File: src/rtl/adc_spi_pkg.sv
// Shared definitions for the 8-channel 12-bit serial ADC link (master and responder).
package adc_spi_pkg;

  localparam int FLEN       = 16;
  localparam int DW         = 12;
  localparam int NCH        = 8;
  localparam int ADDR_FIRST = 2;
  localparam int ADDR_LAST  = 4;
  localparam int ZERO_LEAD  = 4;

  typedef logic [DW-1:0] adc_sample_t;
  typedef logic [2:0]    adc_chan_t;

  typedef enum logic {
    ST_IDLE   = 1'b0,
    ST_ACTIVE = 1'b1
  } adc_state_t;

  // Serial bit for frame position pos: leading zeros, then the sample MSB first.
  function automatic logic frame_bit(input adc_sample_t smp, input logic [3:0] pos);
    logic [3:0] idx;
    idx = 4'(FLEN - 1) - pos;
    if (pos < 4'(ZERO_LEAD)) return 1'b0;
    return smp[idx];
  endfunction

endpackage

File: src/rtl/spi_edge_sync.sv
// Two-flop synchronizer for an asynchronous SPI pin, with rise/fall pulses
// taken from a third stage so both can never be high together.
module spi_edge_sync #(
  parameter logic RST_VAL = 1'b0
) (
  input  logic c50m,
  input  logic rst,
  input  logic i_async,
  output logic o_sync,
  output logic o_rise,
  output logic o_fall
);

  logic r_sync_p0, r_sync_p1, r_sync_p2;

  always_ff @(posedge c50m) begin
    if (rst) begin
      r_sync_p0 <= RST_VAL;
      r_sync_p1 <= RST_VAL;
      r_sync_p2 <= RST_VAL;
    end else begin
      r_sync_p0 <= i_async;
      r_sync_p1 <= r_sync_p0;
      r_sync_p2 <= r_sync_p1;
    end
  end

  assign o_sync = r_sync_p1;
  assign o_rise = r_sync_p1 & ~r_sync_p2;
  assign o_fall = ~r_sync_p1 & r_sync_p2;

endmodule

File: src/rtl/spi_adc_responder.sv
// SPI responder emulating an 8-channel 12-bit serial ADC: decodes the channel
// address from din and streams samples from a host-loaded bank on dout.
module spi_adc_responder
  import adc_spi_pkg::*;
(
  input  logic        c50m,
  input  logic        rst,
  input  logic        sclk,
  input  logic        cs_n,
  input  logic        din,
  output logic        dout,
  output logic        dout_oe,
  input  logic        ld_valid,
  input  adc_chan_t   ld_chan,
  input  adc_sample_t ld_data,
  output logic        frame_done,
  output adc_chan_t   addr_rx
);

  logic w_sclk_s, w_sclk_rise, w_sclk_fall;
  logic w_cs_s_unused, w_cs_rise, w_cs_fall;
  logic w_din_s, w_din_rise_unused, w_din_fall_unused;

  // cs_n syncs reset high so leaving reset never looks like a select.
  spi_edge_sync #(.RST_VAL(1'b0)) u_sync_sclk (
    .c50m(c50m), .rst(rst), .i_async(sclk),
    .o_sync(w_sclk_s), .o_rise(w_sclk_rise), .o_fall(w_sclk_fall)
  );
  spi_edge_sync #(.RST_VAL(1'b1)) u_sync_cs (
    .c50m(c50m), .rst(rst), .i_async(cs_n),
    .o_sync(w_cs_s_unused), .o_rise(w_cs_rise), .o_fall(w_cs_fall)
  );
  spi_edge_sync #(.RST_VAL(1'b0)) u_sync_din (
    .c50m(c50m), .rst(rst), .i_async(din),
    .o_sync(w_din_s), .o_rise(w_din_rise_unused), .o_fall(w_din_fall_unused)
  );

  adc_state_t  r_state, w_state_nxt;
  logic [3:0]  r_rcnt, r_fcnt;
  adc_chan_t   r_addr_sh;
  adc_sample_t r_shreg;
  adc_sample_t r_bank [NCH];
  logic        r_frame_done;
  adc_chan_t   r_addr_rx;
  logic        w_snap, w_frame_end, w_unused_sclk;
  adc_chan_t   w_snap_chan;
  adc_sample_t w_snap_data;

  assign w_unused_sclk = w_sclk_s;

  always_ff @(posedge c50m) begin
    if (rst) r_state <= ST_IDLE;
    else     r_state <= w_state_nxt;
  end

  always_comb begin
    w_state_nxt = r_state;
    w_snap      = 1'b0;
    w_snap_chan = '0;
    w_frame_end = 1'b0;
    dout_oe     = 1'b0;
    dout        = 1'b0;
    case (r_state)
      ST_IDLE: begin
        if (w_cs_fall) begin
          w_state_nxt = ST_ACTIVE;
          w_snap      = 1'b1;
        end
      end
      ST_ACTIVE: begin
        dout_oe = 1'b1;
        dout    = frame_bit(r_shreg, r_fcnt);
        if (w_cs_rise) begin
          w_state_nxt = ST_IDLE;
        end else if (w_sclk_fall && (r_fcnt == 4'(FLEN - 1))) begin
          w_snap      = 1'b1;
          w_snap_chan = r_addr_sh;
          w_frame_end = 1'b1;
        end
      end
      default: w_state_nxt = ST_IDLE;
    endcase
  end

  // A bank write landing on the snapshot cycle must be seen by the new frame.
  assign w_snap_data = (ld_valid && (ld_chan == w_snap_chan)) ? ld_data : r_bank[w_snap_chan];

  always_ff @(posedge c50m) begin
    if (rst) begin
      r_rcnt       <= '0;
      r_fcnt       <= '0;
      r_addr_sh    <= '0;
      r_frame_done <= 1'b0;
      r_addr_rx    <= '0;
    end else begin
      r_frame_done <= w_frame_end;
      if (w_frame_end) r_addr_rx <= r_addr_sh;
      if ((r_state == ST_IDLE) || w_cs_rise) begin
        r_rcnt    <= '0;
        r_fcnt    <= '0;
        r_addr_sh <= '0;
      end else begin
        if (w_sclk_rise) begin
          r_rcnt <= r_rcnt + 4'd1;
          if ((r_rcnt >= 4'(ADDR_FIRST)) && (r_rcnt <= 4'(ADDR_LAST)))
            r_addr_sh <= {r_addr_sh[1:0], w_din_s};
        end
        if (w_sclk_fall) r_fcnt <= r_fcnt + 4'd1;
      end
    end
  end

  always_ff @(posedge c50m) begin
    if (w_snap) r_shreg <= w_snap_data;
  end

  always_ff @(posedge c50m) begin
    if (rst) begin
      for (int i = 0; i < NCH; i++) r_bank[i] <= '0;
    end else if (ld_valid) begin
      r_bank[ld_chan] <= ld_data;
    end
  end

  assign frame_done = r_frame_done;
  assign addr_rx    = r_addr_rx;

endmodule

File: config.mk
export PLATFORM = sky130hd
export DESIGN_NAME = spi_adc_responder
export DESIGN_NICKNAME = d
export VERILOG_FILES = /design/src/rtl/adc_spi_pkg.sv /design/src/rtl/spi_edge_sync.sv /design/src/rtl/spi_adc_responder.sv
export SDC_FILE = /design/constraint.sdc
export NUM_CORES = 1
export LEC_CHECK = 0
export CAP_MARGIN = 20
export CORE_UTILIZATION = 63
export CTS_BUF_LIST = sky130_fd_sc_hd__clkbuf_2 sky130_fd_sc_hd__clkbuf_4 sky130_fd_sc_hd__clkbuf_8
export CTS_CLUSTER_SIZE = 28
export DETAILED_ROUTE_END_ITERATION = 8
export PLACE_DENSITY = 0.78
export RECOVER_POWER = 25
export REMOVE_ABC_BUFFERS = 1
export SLEW_MARGIN = 15
export SYNTH_ARGS = -nofsm -noshare
export SYNTH_HDL_FRONTEND = slang
export SYNTH_SLANG_ARGS = --single-unit
export TNS_END_PERCENT = 1
File: constraint.sdc
create_clock -name c50m -period 2.55 [get_ports c50m]
set_input_delay 0.255 -clock c50m [delete_from_list [all_inputs] [get_ports c50m]]
set_output_delay 0.255 -clock c50m [all_outputs]
set_load 0.005 [all_outputs]
==> reports/qor.csv <==
stage,metric,value,unit
synthesis,synth_common_cells,"108 x edfxtp_1, 100 x and2_1, 32 x nor2_1, 30 x nand2_1, 24 x dfxtp_1",
synthesis,synth_most_common_cell,edfxtp_1,
timing,drv_slew,0,
timing,setup_tns,0,ns
clock_network,path_clk_slew,0.07,ns
synthesis,syn_inst,506,
clock_network,htreeDepth,4,
place,portBuffers,26,
critical_path,start_kind,flop,
critical_path,crit_arrival,2.67,ns
clock_network,clk_latency,0.44,ns
finish,drive_above_1_share,21.1,%
synthesis,yosysSeqAreaShare,58.9,%
timing,fin_crit_sh,97.6,%
floorplan,die_h,102,µm
place,placed_cell_area,6830,µm²
synthesis,yosys.area.top_type,edfxtp_1,
global_route,overflow,0,
finish,post-route-util,74.6,%
floorplan,pin_count,27,
global_route,antenna_found_initial,0,
critical_path,cp_max_fo,7,
critical_path,worst_ep_required_time,2.74,ns
clock_network,root_buffer,clkbuf_8,
routing,drt_pass1_iterations,5,
synthesis,synth.area.top_cells,"edfxtp_1 51%, and2_1 9.9%, dfxtp_1 7.6%",
routing,wl_per_cell,19.3,µm
min_path,hp-start,din,
clock_network,cts_tree,built,
place,routabilityCongestion,0.831,
floorplan,die_w,102,µm
clock_network,cts_buffers,17,
run,cap_viol_max_count,0,
routing,ant_nets,0,
floorplan,rows,36,
place,dp_slack,-0.0287,ns
floorplan,core_area,9730,µm²
synthesis,synth_ff_type,edfxtp_1,
synthesis,synth_cell_type_count,41,
timing,setup_viol,0,
synthesis,synth_edf_count,108,
global_route,grt_max_degree,27,
synthesis,ys_ff_latch,132,
critical_path,crit_type,flop to flop,
place,place_hpwl,9200,µm
routing,drc_errors,0,
critical_path,r2r_end,r_shreg[8],
finish,diodes,0,
floorplan,fp.dieArea,10400,µm²
timing,relSlewSlack,52.0,%
critical_path,end_kind,flop,
timing,finalCriticalPeriod,2.49,ns
critical_path,r2r_start,r_fcnt[0],
synthesis,ys_async_sr_fraction,0,%
routing,num_vias,4089,
timing,worst_pin_slew,0.719,ns
critical_path,r2r_setup_slack,0.06,ns
routing,drt_iter0_markers,279,
timing,skew,0.0121,ns
routing,wirelength,13500,µm
clock_network,cts.path.max_buffers,2,
synthesis,yosys_warnings,0,
synthesis,syn-cell-area,6320,µm²
synthesis,syn_avg_cell_area,12.5,µm²
floorplan,initial_core_util,64.9,%
finish,area_growth,14.9,%
timing,clock.fmax,402,MHz
timing,hold_slack,0.378,ns
pwr,p_per_area,600,nW/µm²
min_path,hold_path_depth,2,
min_path,whs_endpoint,u_sync_din.r_sync_p0,
timing,rsz0062_at_grt,false,
pwr,power_leakage,2.49,nW
global_route,grt_pass1_vias,3909,
min_path,hold_class,input pin to flop,
routing,via_per_inst,5.87,
finish,final_nets,575,
synthesis,synth_top_cell_area_share,51.3,%
status,status,"finished, final reports clean",
global_route,grt_pass1_wl,20600,µm
critical_path,reg2regPathDepth,7,
global_route,grt_use_total,27.8,%
pwr,peakVddDrop,388,µV
clock_network,clkSinkCount,132,
finish,postLayoutCellArea,7260,µm²
clock_network,postCtsHoldBufs,0,
timing,fin_ws,0.0619,ns
timing,timing_hold_violations_final,0,
==> sequential cells by signal, indices dropped and copies added (netlist names), 3 cells and up <==
name,count
r_shreg,12
r_bank,96
r_addr_sh,3
r_rcnt,4
r_fcnt,4
addr_rx,3
==> timing repair <==
item                                    CTS  global route
pin swaps                                 0             1
endpoints found under the setup margin   13            13
setup buffers                             2             0
cloned                                    0             1
resized for setup                         6             8
==> placed cells by master, fill, tap and decap left out, types with 18 or more instances in the layout <==
cell	Yosys	final
a21oi_1	21	21
buf_4	0	27
nor2_1	32	32
and2_0	5	27
edfxtp_1	108	108
clkbuf_8	0	18
dfxtp_1	24	21
nand2_1	30	30
clkdlybuf4s50_1	0	23
and2_1	100	78
==> power by group <==
part,leakage [nW],internal (mW),switching [mW]
sequential,1.22,2.44,0.0334
clock,0.198,0.830,0.788
combinational,1.07,0.122,0.142
==> stage by stage <==
step                power (mW)  std cells
global placement          2.76        662
finish                    4.35        697
floorplan                 2.65        471
global route              4.48        697
detailed placement        2.78        662
CTS                       4.36        696
==> how the worst max path moves through the flow <==
| stage | endpoint | cells past startpoint | slack, ns | start |
|---|---|---|---|---|
| after CTS | r_shreg[10] | 8 | 0.02 | r_fcnt[0] |
| after detailed placement | r_shreg[8] | 6 | -0.03 | r_fcnt[0] |
| after global placement | r_shreg[5] | 6 | 0.13 | r_fcnt[0] |
| after global routing | r_shreg[9] | 7 | 0.02 | r_fcnt[0] |
| final | r_shreg[8] | 7 | 0.06 | r_fcnt[0] |
| after floorplan | r_shreg[10] | 6 | -0.23 | r_fcnt[0] |
==> critical path: stages (launching register included) <==
cell	delay, ns
dfxtp_2	0.36
buf_4	0.11
ha_1	0.23
nand4b_4	0.17
or4_4	0.60
xor2_4	0.25
nand3_4	0.18
mux2_4	0.34
==> area by class of cell <==
class | instances | area [µm²]
timing repair buffer | 60 | 497
tap | 133 | 166
sequential | 132 | 3730
fill | 676 | 2470
multi-input combinational | 338 | 2500
clock inverter | 10 | 81.3
clock buffer | 22 | 278
inverter | 2 | 7.51
==> routing by layer <==
layer / track usage, % / wire (µm) / up-vias
met2: 45.1 / 6760 / 142
li1: - / - / 1905
met1: 36.5 / 5690 / 2015
met3: 6.84 / 776 / 27
met5: 0 / 0 / -
met4: 10.5 / 238 / 0
==> cells by family after synthesis <==
| family | synth area share [%] |
|---|---|
| flops | 58.9 |
| mux | 10.7 |
| fa+ha+maj | 0.594 |
| xor+xnor | 1.11 |
| compound gates | 4.99 |
| buf+inv | 2.63 |
| simple gates | 21.1 |
Note: power is estimated with default switching activity, not from simulation.
